<file path="config.mk">
export PLATFORM = sky130hd
export DESIGN_NAME = serial_frame_tx
export DESIGN_NICKNAME = d
export VERILOG_FILES = /design/src/rtl/serial_link_pkg.sv /design/src/rtl/bit_timer.sv /design/src/rtl/serial_frame_tx.sv
export SDC_FILE = /design/constraint.sdc
export NUM_CORES = 1
export LEC_CHECK = 0
export ABC_CLOCK_PERIOD_IN_PS = 1700
export BUFFER_PORTS_ARGS = -buffer_cell sky130_fd_sc_hd__buf_2
export CAP_MARGIN = 20
export CORE_UTILIZATION = 53
export CTS_BUF_LIST = sky130_fd_sc_hd__clkbuf_8
export DETAILED_ROUTE_END_ITERATION = 8
export MAX_ROUTING_LAYER = met4
export PLACE_DENSITY = 0.85
export SLEW_MARGIN = 20
export SYNTH_ARGS = -nofsm -noshare
export SYNTH_HDL_FRONTEND = slang
export SYNTH_HIERARCHICAL = 1
export SYNTH_SLANG_ARGS = --single-unit
export TNS_END_PERCENT = 50
</file>
<file path="constraint.sdc">
create_clock -name clk -period 1.7 [get_ports clk]
set_clock_uncertainty 0.15 [all_clocks]
set_input_delay 0.085 -clock clk [delete_from_list [all_inputs] [get_ports clk]]
set_output_delay 0.085 -clock clk [all_outputs]
set_load 0.01 [all_outputs]
</file>
<file path="src/rtl/serial_link_pkg.sv">
// Shared definitions for the serial link: FSM state encoding and line levels.
// Both the transmitter and the receiver import this package.
package serial_link_pkg;

   typedef enum logic [1:0] {
      IDLE  = 2'd0,
      START = 2'd1,
      DATA  = 2'd2,
      STOP  = 2'd3
   } state_t;

   localparam logic LINE_IDLE = 1'b1;
   localparam logic START_BIT = 1'b0;
   localparam logic STOP_BIT  = 1'b1;

endpackage

</file>
<file path="src/rtl/bit_timer.sv">
// Free-running bit-period counter: tick marks the last clk of each serial bit.
// clr holds the count at zero so the first bit after a clear lasts a full period.
module bit_timer #(
   parameter int CLKS_PER_BIT = 4
) (
   input  logic clk,
   input  logic rst,
   input  logic clr,
   output logic tick
);

   localparam int CW = (CLKS_PER_BIT > 1) ? $clog2(CLKS_PER_BIT) : 1;
   localparam logic [CW-1:0] LAST = CW'(CLKS_PER_BIT - 1);
   localparam logic [CW-1:0] ONE  = CW'(1);

   logic [CW-1:0] count;

   assign tick = (count == LAST);

   always_ff @(posedge clk) begin
      if (!rst) begin
         count <= '0;
      end else if (clr || tick) begin
         count <= '0;
      end else begin
         count <= count + ONE;
      end
   end

endmodule

</file>
<file path="src/rtl/serial_frame_tx.sv">
// Parallel-in, serial-out frame transmitter: start bit, DATA_W bits LSB-first, stop bit.
// Handshake: a word transfers on a posedge where tx_valid and tx_ready are both high.
module serial_frame_tx
   import serial_link_pkg::*;
#(
   parameter int DATA_W       = 8,
   parameter int CLKS_PER_BIT = 4
) (
   input  logic              clk,
   input  logic              rst,
   input  logic [DATA_W-1:0] tx_data,
   input  logic              tx_valid,
   output logic              tx_ready,
   output logic              tx_out,
   output logic              busy,
   output logic              done
);

   localparam int IW = (DATA_W > 1) ? $clog2(DATA_W) : 1;
   localparam logic [IW-1:0] IDX_LAST = IW'(DATA_W - 1);
   localparam logic [IW-1:0] IDX_ONE  = IW'(1);

   state_t              state;
   logic [DATA_W-1:0]   shift;
   logic [DATA_W-1:0]   shift_next;
   logic [IW-1:0]       idx;
   logic                tick;

   assign shift_next = shift >> 1;

   // The timer is held cleared while idle, so the accept edge starts a fresh period.
   bit_timer #(
      .CLKS_PER_BIT(CLKS_PER_BIT)
   ) u_bit_timer (
      .clk (clk),
      .rst (rst),
      .clr (state == IDLE),
      .tick(tick)
   );

   always_ff @(posedge clk) begin
      if (!rst) begin
         state    <= IDLE;
         tx_out   <= LINE_IDLE;
         tx_ready <= 1'b1;
         busy     <= 1'b0;
         done     <= 1'b0;
         idx      <= '0;
         shift    <= '0;
      end else begin
         done <= 1'b0;
         case (state)
            IDLE: begin
               if (tx_ready && tx_valid) begin
                  shift    <= tx_data;
                  state    <= START;
                  tx_out   <= START_BIT;
                  busy     <= 1'b1;
                  tx_ready <= 1'b0;
               end
            end
            START: begin
               if (tick) begin
                  state  <= DATA;
                  tx_out <= shift[0];
                  idx    <= '0;
               end
            end
            DATA: begin
               if (tick) begin
                  if (idx < IDX_LAST) begin
                     shift  <= shift_next;
                     idx    <= idx + IDX_ONE;
                     tx_out <= shift_next[0];
                  end else begin
                     state  <= STOP;
                     tx_out <= STOP_BIT;
                  end
               end
            end
            STOP: begin
               if (tick) begin
                  state    <= IDLE;
                  busy     <= 1'b0;
                  tx_ready <= 1'b1;
                  done     <= 1'b1;
               end
            end
            default: begin
               state <= IDLE;
            end
         endcase
      end
   end

endmodule

</file>
Word-level counts from Yosys, hierarchy flattened

Index checks and enable logic that the tools add are counted.
W data, S select, Z words.

Add/sub/neg operators: 2
Magnitude comparators: 1
Equality and inequality tests: 10
Mux-type cells: 25
Bitwise operators: 1
Reduce and logical (&&, ||, !) cells: 14

Operator list:

| operator              | number |
|---|---|
| $mux W8               | 3 |
| $pmux W8 S2           | 1 |
| $reduce_and A4 Y1     | 3 |
| $mux W2               | 5 |
| $mux W3               | 3 |
| $mux W1               | 8 |
| $pmux W2 S4           | 1 |
| $eq A2 B2 Y1 const B  | 3 |
| $ne A2 B1 Y1 const B  | 3 |
| $ne A2 B2 Y1 const B  | 3 |
| $pmux W3 S2           | 1 |
| $reduce_bool A2 Y1    | 3 |
| $reduce_and A5 Y1     | 1 |
| $pmux W1 S2           | 2 |
| $add A3 B1 Y3 const B | 1 |
| $lt A3 B3 Y1 const B  | 1 |
| $pmux W1 S3           | 1 |
| $reduce_and A3 Y1     | 1 |
| $reduce_bool A3 Y1    | 1 |
| $add A2 B1 Y2 const B | 1 |
| $eq A2 B1 Y1 const B  | 1 |
| $logic_not A2 Y1      | 1 |
| $reduce_and A2 Y1     | 1 |
| $reduce_or A2 Y1      | 1 |
| 3 further kinds       | 3 |

Register bits after elaboration: 19
Input port bits: 11
Output and inout bits: 4
Logic and storage cells: 61

Longest topological paths before layout

Gate-level depths: netlist of the first run.

Depth in word-level cells: 4
Gate-level depth with buffers: 7
Gate-level depth less buffers: 5

Cells and area by module

Netlist of the first run, hierarchy kept.

Modules (own cells, without submodules):

| module          | times used | cells an instance | area an instance (µm²) | sequential area each (µm²) |
|---|---|---|---|---|
| serial_frame_tx | 1          | 106               | 1007.2                 | 340.3 |
| bit_timer       | 1          | 5                 | 80.1                   | 40.0 |

Worst setup path after synthesis of the first run

No wires, ideal clock.

Path type: reg2reg
From: register state[0]
To: register idx[2]
Library setup time: 72 ps
Data arrival time: 1560 ps
Data required time: 1478 ps
Path slack: -82 ps
Cell stages (with the launch flop): 7
Path buffers: 1
Period minus slack after synthesis: 1782 ps
Path through: dfxtp_1 -> inv_1 -> ha_1 -> buf_2 -> and4_1 -> nor4b_1 -> mux2i_1

Cells in the longest elaborated chain, start to end: 3
Elaborated cells on any way between the ends: 8
Those cells by class: 5 x eq/ne; 1 x mux; 2 x reduce/logical

Ends and longest elaborated chain:

| item                                                  | RTL line              | source |
|---|---|---|
| start: declaration                                    | serial_frame_tx.sv:23 | `state_t state;` |
| start signal: assignment                              | serial_frame_tx.sv:43 | `state <= IDLE;` |
| start signal: assignment                              | serial_frame_tx.sv:56 | `state <= START;` |
| start signal: assignment                              | serial_frame_tx.sv:64 | `state <= DATA;` |
| $eq A2 B2 Y1 or $eq A2 B1 Y1 (tied branches)          | serial_frame_tx.sv:52 | `case (state)` |
| $ne A2 B2 Y1 (no source line) (tied with other cells) | n/a                   |  |
| $reduce_and A4 Y1 (no source line)                    | n/a                   |  |
| end signal: assignment                                | serial_frame_tx.sv:73 | `idx <= idx + IDX_ONE;` |
| end: declaration                                      | serial_frame_tx.sv:26 | `logic [IW-1:0] idx;` |

Parallel ways exist; a longest one is shown, timed or not.
A chain may end at the register's enable or synchronous reset.

Worst setup path after layout of the first run

From: register state[0]
To: register state[0]

Cells in the longest elaborated chain, start to end: 3
Elaborated cells on any way between the ends: 11
Those cells by class: 8 x eq/ne; 1 x mux; 2 x reduce/logical

Ends and longest elaborated chain:

| item                                                          | RTL line |
|---|---|
| $eq A2 B2 Y1 (tied with other cells)                          | serial_frame_tx.sv:52 |
| $ne A2 B2 Y1 (no source line) or $ne A2 B1 Y1 (tied branches) | n/a |
| $reduce_and A5 Y1 (no source line)                            | n/a |

Parallel ways exist; a longest one is shown, timed or not.

==> results.toml, run 1 <==
[yosys]
synth.distinct_cells = 36
syn-num-nets = 130
synthTopCellsByArea = "dfxtp_1 35%, ha_1 9.2%, mux2i_1 9.2%"
synth.cell_area_um2 = 1087
synth_fa_ha_area_share_pct = 9.206
synth_top_family_by_area = "simple AND/OR/NAND/NOR gates"
yosysWarnings = 6
yosysMostFrequentCell = "dfxtp_1"
ys_ff_latch = 19
ys.flop_type = "dfxtp_1"
synth_compound_area_share_pct = 16.80
avgSynthCellArea_um2 = 9.795
synthArstFlopShare_pct = 0
synth-simple-area-share_pct = 18.87
synth_top_cell_area_share_pct = 34.98
synth_mux_area_share_pct = 16.46
synth_common_cells = "19 x dfxtp_1, 18 x nand2_1, 10 x mux2i_1"
seq_area_frac_synth_pct = 34.98
synthCells = 111
synth-xor-area-share_pct = 0
synth-edff-count = 0
synth_largest_area_cell = "dfxtp_1"

[power_and_ir_drop]
combPwrFrac_pct = 51.9
fin_total_pwr_uw = 2029
p_int_uw = 1278
power_density_nw_per_um2 = 1415
swShare_pct = 37.02
switching_power_uw = 751.1
p_clk_share_pct = 16.3
p_leak_uw = 0.0006189
sequentialPowerShare_pct = 31.8
vdd_ir_drop_max_mv = 1.042

[cts]
cts_buffer_depth = 2
clock_latency_ns = 0.27
cts_buffers = 3
clk_transition_reported_paths_ns = 0.08
root_buffer = "clkbuf_8"
ctsHoldBuffers = 0
cts.htree.levels = 1
clock_sinks = 19
cts_tree = "yes"

[critical_path]
worstSetupStartpointType = "flip-flop"
path_max_fanout = 4
path_class = "reg2reg"
arrival_ns = 1.79
cp.required_ns = 1.73
worstSetupEndpointType = "flip-flop"

[routing]
antenna_left = 0
drc = 0
viasPerCell = 5.766
drt_pre_antenna_iters = 5
vias = 963
routedWlPerCell_um = 16.25
drt_wl_total_um = 2713
dr.first_iter.drc_count = 29

[global_route]
grt_pass1_wl_um = 4133
groute.usage.overall_pct = 28.29
grt_antenna_before_repair = 0
grt_pass1_vias = 866
grt_max_degree = 31
grt_overflow = 0

[floorplan]
pin_count = 15
die_x_um = 47.30
core_um2 = 1942
rows = 16
initial_core_util_pct = 55.99
die_h_um = 47.30
dieArea_um2 = 2237

[sta]
clock.fmax_mhz = 570.9
slew_violations = 0
setup_slack_ns = -0.05155
finalSetupViolCount = 4
timing.final.hold_violations = 0
rsz0062_at_grt = "true"
final.setup.tns_ns = -0.09143
tightest_slew_ns = 0.4619
fin_crit_sh_pct = 103.0
min_period_ns = 1.752
relSlewSlack_pct = 69.21
holdWs_ns = 0.02893

[outcome]
status = "finished, violations left"
failed_checks = "negative setup slack"

[place]
dp_hpwl_um = 1797
gp_congestion = 0.7793
port_buffers = 14

[finish]
syn_to_final_growth_pct = 31.88
fin_util_pct = 73.84
layout-drive-gt1-share_pct = 42.86
layout.nets = 160
diodes = 0

[flow_run]
drv_cap = 0

[min_path]
hold_class = "in2reg"
[power by group through the flow]
stage / combinational (uW) / sequential (uW) / clock (uW)
after detailed placement: 910 / 628 / 0
after global placement: 867 / 615 / 0
after floorplan: 564 / 624 / 0
final: 1050 / 644 / 331
after CTS: 1010 / 642 / 331
after global routing: 1120 / 659 / 352
[cell families after synthesis]
family | Yosys count
AOI/OAI and AO/OA | 21
and+or+nand+nor | 36
muxes | 17
DFF | 19
adders and majority gates | 8
buffers and inverters | 10
[worst max-delay path, cell delays in order (launching register included)]
cell	delay, ns
dfxtp_4	0.40
inv_4	0.06
ha_4	0.16
or3_4	0.38
a221oi_4	0.29
mux2i_1	0.24
[routing by layer]
layer | global-route usage (%) | wire length, um | vias up
met1 | 33.95 | 1127 | 462
met3 | 6.923 | 123 | 16
met2 | 45.21 | 1350 | 26
li1 | - | - | 459
met4 | 10.86 | 111 | 0
met5 | - | 0 | -
[final timing paths]
path | from | end | slack (ns) | cells past startpoint
min reg2reg | u_bit_timer/count[0] | u_bit_timer/count[0] | 0.29 | 1
max | state[0] | state[0] | -0.05 | 5
min | tx_data[7] | shift[7] | 0.03 | 3
max reg2reg | state[0] | state[0] | -0.05 | 5
[sequential cells by signal (all words and copies together), names as in the netlist]
signal	cells
shift	8
idx	3
state	2
u_bit_timer/count	2
busy	1
done	1
tx_out	1
tx_ready	1
[cells in the final DEF (no fill, tap or decap), drive strengths merged]
cell type / instances
a21oi: 2
a221oi: 1
a22o: 1
mux2: 7
o31ai: 3
nor2b: 1
nor4b: 2
nand4b: 1
o211ai: 1
nand2: 18
and4bb: 1
nand4: 1
o221ai: 1
o21ba: 1
and3b: 1
and4: 1
o21ai: 4
buf: 30
clkinv: 1
inv: 5
mux2i: 10
nor2: 1
a32o: 1
o21bai: 1
ha: 8
nand3: 2
or3: 2
clkbuf: 3
a2bb2oi: 1
a21boi: 4
or4: 1
and3: 2
nand3b: 2
dfxtp: 19
[what timing repair did]
action | in CTS | in global routing
gates resized for setup | 15 | 3
buffers inserted | 1 | 1
pin swaps | 4 | 3
endpoints found under the setup margin | 13 | 12
[through the flow]
stage                     instances  setup slack [ns]  area, um2
final                           167          -0.05155       1434
after global routing            167          -0.08887       1434
after CTS                       166          -0.03592       1411
after global placement          161         -0.002788       1299
after floorplan                 111          0.002875       1099
after detailed placement        161           -0.1454       1299
[cell type report]
type / count / area, um2
Inverter: 5 / 23.77
Clock buffer: 3 / 41.29
Clock inverter: 1 / 5.005
Sequential cell: 19 / 387.9
Multi-Input combinational cell: 82 / 739.5
Tap cell: 27 / 33.78
Fill cell: 136 / 508.0
Timing Repair Buffer: 30 / 202.7
Power figures use the tool's default switching activity.
==> inputs of run 2 (changes only) <==
--- a/config.mk
+++ b/config.mk
@@ -5,14 +5,14 @@
 export SDC_FILE = /design/constraint.sdc
 export NUM_CORES = 1
 export LEC_CHECK = 0
-export ABC_CLOCK_PERIOD_IN_PS = 1700
+export ABC_CLOCK_PERIOD_IN_PS = 1880
 export BUFFER_PORTS_ARGS = -buffer_cell sky130_fd_sc_hd__buf_2
 export CAP_MARGIN = 20
-export CORE_UTILIZATION = 53
+export CORE_UTILIZATION = 58
 export CTS_BUF_LIST = sky130_fd_sc_hd__clkbuf_8
 export DETAILED_ROUTE_END_ITERATION = 8
 export MAX_ROUTING_LAYER = met4
-export PLACE_DENSITY = 0.85
+export PLACE_DENSITY = 0.88
 export SLEW_MARGIN = 20
 export SYNTH_ARGS = -nofsm -noshare
 export SYNTH_HDL_FRONTEND = slang
==> constraint.sdc (replaced) <==
create_clock -name clk -period 1.88 [get_ports clk]
set_clock_uncertainty 0.15 [all_clocks]
set_input_delay 0.094 -clock clk [delete_from_list [all_inputs] [get_ports clk]]
set_output_delay 0.094 -clock clk [all_outputs]
set_load 0.01 [all_outputs]
==> results.toml, run 2 (synthesized netlist as in run 1, its figures left out) <==
[outcome]
status = "finished clean"

[routing]
routedWlPerCell_um = 16.04
drc = 0
dr_wl_met3_um = 131
drt_wl_total_um = 2519
dr.first_iter.drc_count = 30
viasPerCell = 6.013
wl_met2_um = 1286
wl_met1_um = 1044
vias = 944
top_layer_used = "met4"
antenna_left = 0
drt_pre_antenna_iters = 6

[cts]
clock_latency_ns = 0.26
root_buffer = "clkbuf_8"
ctsHoldBuffers = 0
cts.htree.levels = 1
clock_sinks = 19
cts_tree = "yes"
cts_buffers = 3
cts_buffer_depth = 2
clk_transition_reported_paths_ns = 0.07

[sta]
slew_violations = 0
final.setup.tns_ns = 0
clock.fmax_mhz = 551.4
setup_slack_ns = 0.06627
relSlewSlack_pct = 69.22
min_period_ns = 1.814
tightest_slew_ns = 0.4617
fin_crit_sh_pct = 96.48
finalSetupViolCount = 0
rsz0062_at_grt = "true"
holdWs_ns = 0.06822
timing.final.hold_violations = 0

[power_and_ir_drop]
power_density_nw_per_um2 = 1261
vdd_ir_drop_max_mv = 0.9228
p_leak_uw = 0.0005747

[critical_path]
cp_num_buf_inv = 1
worstSetupStartpointType = "flip-flop"
arrival_ns = 1.83
cp_slowest_stage_delay_ns = 0.38
worstSetupEndpointType = "flip-flop"
critPathTopFamily = "flip-flops"
path_class = "reg2reg"
worstPathCellList = "inv_1 -> ha_2 -> or3_4 -> a221oi_4 -> mux2i_1"
path_max_fanout = 6
cp.required_ns = 1.90
slowest_stage = "dfxtp_4"

[finish]
instances_no_fill = 157
reg_top3 = "shift: 8 flops, idx: 3 flops"
layout-drive-gt1-share_pct = 34.85
largest_register_ffs = 8
final_cell_mix = "18 x nand2_1, 17 x dfxtp_1, 14 x buf_2"
diodes = 0
fin_util_pct = 75.84
syn_to_final_growth_pct = 21.75
layout.nets = 152
fillers = 130
final_common_cell = "nand2_1"
largest_register = "shift"

[floorplan]
initial_core_util_pct = 62.29
die_h_um = 45.30
rows = 15
die_x_um = 45.30
dieArea_um2 = 2052
core_um2 = 1745
pin_count = 15

[min_path]
hold_class = "in2reg"

[global_route]
grt_overflow = 0
grt_pass1_wl_um = 3946
groute.usage.overall_pct = 28.13
grt_pass1_vias = 891
grt_max_degree = 31
grt_antenna_before_repair = 0

[place]
dp_cells = 152
dp_hpwl_um = 1702
dp_slack_ns = -0.06885
gp_congestion = 0.7810
port_buffers = 14

[flow_run]
drv_cap = 0
## run 2: changes by cell type in the layout (fill, tap and decap cells not counted), sizes merged
| cell | change |
|---|---|
| buf | -8 |
## run 2: final cells by class
| cell class | count | area [um2] | area share [%] |
|---|---|---|---|
| Clock inverter | 1 | 5.005 | 0.3781 |
| Clock buffer | 3 | 41.29 | 3.119 |
| Sequential cell | 19 | 387.9 | 29.30 |
| Timing Repair Buffer | 22 | 142.6 | 10.78 |
| Multi-Input combinational cell | 82 | 696.9 | 52.65 |
| Inverter | 5 | 18.77 | 1.418 |
| Tap cell | 25 | 31.28 | 2.363 |
## run 2: report_power, final
group	internal, uW	switching, uW	total [uW]
sequential	501	73.2	574
combinational	413	392	806
clock	147	142	289
## run 2: stage by stage
| stage | total power, uW | area, um2 |
|---|---|---|
| 2_1_floorplan | 1061 | 1087 |
| 3_3_place_gp | 1249 | 1232 |
| 3_5_place_dp | 1298 | 1232 |
| 4_1_cts | 1596 | 1284 |
| 5_1_grt | 1764 | 1324 |
| 6_report | 1669 | 1324 |
## run 2: timing repair
item | in CTS | in global routing
setup buffers | 0 | 1
gates resized for setup | 3 | 7
setup endpoints to repair | 4 | 10
pin swaps | 1 | 1
## run 2: worst paths after layout
kind	slack, ns	from	cells after the start	to
max	0.07	state[1]	5	state[1]
min	0.07	tx_valid	4	tx_ready
max reg2reg	0.07	state[1]	5	state[1]
min reg2reg	0.30	u_bit_timer/count[0]	1	u_bit_timer/count[0]
## run 2: tightest hold or removal path, stage by stage
cell and delay, ns:
buf_2 0.11, nand2_1 0.06, a21oi_1 0.06, o21ai_0 0.12
## run 2: routing by layer
metal	track usage, %	up-vias
met3	5.600	10
li1	-	446
met1	32.51	452
met4	13.33	0
met2	46.38	36
met5	-	-
==> inputs of run 3 (changes only) <==
--- a/config.mk
+++ b/config.mk
@@ -11,6 +11,7 @@
 export CORE_UTILIZATION = 58
 export CTS_BUF_LIST = sky130_fd_sc_hd__clkbuf_8
 export DETAILED_ROUTE_END_ITERATION = 8
+export HOLD_SLACK_MARGIN = 0.12
 export MAX_ROUTING_LAYER = met4
 export PLACE_DENSITY = 0.88
 export SLEW_MARGIN = 20
==> results.toml, run 3 (synthesized netlist as in run 1, its figures left out) <==
[outcome]
status = "finished clean"

[finish]
fillers = 116
final_common_cell = "nand2_1"
largest_register = "shift"
layout.nets = 160
largest_register_ffs = 8
layout-drive-gt1-share_pct = 32.86
final_cell_mix = "18 x nand2_1, 17 x dfxtp_1, 14 x buf_2"
diodes = 0
syn_to_final_growth_pct = 29.57
reg_top3 = "shift: 8 flops, idx: 3 flops"
fin_area_um2 = 1409

[place]
dpl_cell_area_um2 = 1232
gp_congestion = 0.7810
port_buffers = 14
dp_slack_ns = -0.06885
dp_hpwl_um = 1702

[routing]
vias = 986
antenna_left = 0
drt_pre_antenna_iters = 4
viasPerCell = 5.976
drc = 0
drt_wl_total_um = 2673
routedWlPerCell_um = 16.20
dr.first_iter.drc_count = 36

[critical_path]
path_max_fanout = 6
slowest_stage = "dfxtp_4"
arrival_ns = 1.83
path_class = "reg2reg"
critPathTopFamily = "flip-flops"
cp.required_ns = 1.90
worstSetupEndpointType = "flip-flop"
rr_worst_depth = 5
crit_cells = 5
cp_num_buf_inv = 1
worstSetupStartpointType = "flip-flop"
cp_slowest_stage_delay_ns = 0.38
worstPathCellList = "inv_1 -> ha_2 -> or3_4 -> a221oi_4 -> mux2i_1"

[sta]
holdWs_ns = 0.1088
final.setup.tns_ns = 0
timing.final.hold_violations = 0
finalSetupViolCount = 0
slew_violations = 0
relSlewSlack_pct = 69.77
tightest_slew_ns = 0.4534
setup_slack_ns = 0.07003
min_period_ns = 1.810
clock.fmax_mhz = 552.5
fin_crit_sh_pct = 96.27

[floorplan]
rows = 15
pin_count = 15
dieArea_um2 = 2052
die_h_um = 45.30
core_um2 = 1745
initial_core_util_pct = 62.29
die_x_um = 45.30

[cts]
cts.htree.levels = 1
root_buffer = "clkbuf_8"
post_cts_buffers = 0
clk_transition_reported_paths_ns = 0.07
clock_latency_ns = 0.26
clock_sinks = 19
cts_tree = "yes"
cts_buffer_depth = 2
cts_buffers = 3

[flow_run]
drv_cap = 0

[power_and_ir_drop]
p_leak_uw = 0.0006066
vdd_ir_drop_max_mv = 0.9374
power_density_nw_per_um2 = 1206

[global_route]
grt_max_degree = 31
grt_overflow = 0
grt_pass1_wl_um = 4140
grt_pass1_vias = 931
groute.usage.overall_pct = 29.67
grt_antenna_before_repair = 0

[min_path]
hold_class = "in2reg"
hold_path_depth = 4
run 3: cell types whose count changed in the layout (fill, tap and decap cells not counted), sizes merged:
cell         before  now
dlygate4sd3       0    9
buf              22   21
run 3: final timing paths:
check | slack [ns] | endpoint | from
worst max-delay path | 0.07 | state[1] | state[1]
worst min-delay path | 0.11 | shift[1] | tx_data[1]
worst max register to register | 0.07 | state[1] | state[1]
worst min register to register | 0.30 | u_bit_timer/count[0] | u_bit_timer/count[0]
run 3: power by group:
| group | internal (uW) | leakage, uW | total (uW) | switching, uW |
|---|---|---|---|---|
| logic | 427 | 0.000424 | 835 | 409 |
| clock network | 147 | 0.0000255 | 289 | 142 |
| registers | 501 | 0.000157 | 574 | 72.9 |
| total | 1080 | 0.000607 | 1700 | 623 |
run 3: tightest hold or removal path, stage by stage:
cell and delay, ns:
buf_2 0.07, mux2_2 0.13, nand2_1 0.04, mux2i_1 0.13
run 3: metrics by stage:
step                total power [uW]  std cells  utilization (%)
finish                          1699        165            80.72
CTS                             1611        165            78.71
global placement                1249        152            70.61
global route                    1791        165            80.72
detailed placement              1298        152            70.61
floorplan                       1061        111                -
run 3: layout make-up:
| cell class | instances | area [um2] | area share (%) |
|---|---|---|---|
| tap | 25 | 31.28 | 2.220 |
| timing repair buffer | 30 | 225.2 | 15.99 |
| multi-input combinational | 82 | 699.4 | 49.64 |
| clock buffer | 3 | 41.29 | 2.931 |
| inverter | 5 | 18.77 | 1.332 |
| sequential | 19 | 387.9 | 27.53 |
| clock inverter | 1 | 5.005 | 0.3552 |
run 3: per-layer routing:
layer | routed length (um) | share of wire [%] | vias to the layer above | global-route usage, %
met5 | 0 | 0 | - | -
met4 | 34 | 1.3 | 0 | 13.94
met3 | 98 | 3.7 | 8 | 6.000
met2 | 1383 | 52 | 34 | 49.28
met1 | 1156 | 43 | 483 | 33.99
li1 | - | - | 461 | -
run 3: what timing repair did:
item	4_1_cts	5_1_grt
pin swaps	1	1
resized for setup	3	8
endpoints found under the hold margin	8	0
hold buffers	9	0
endpoints found under the setup margin	4	10
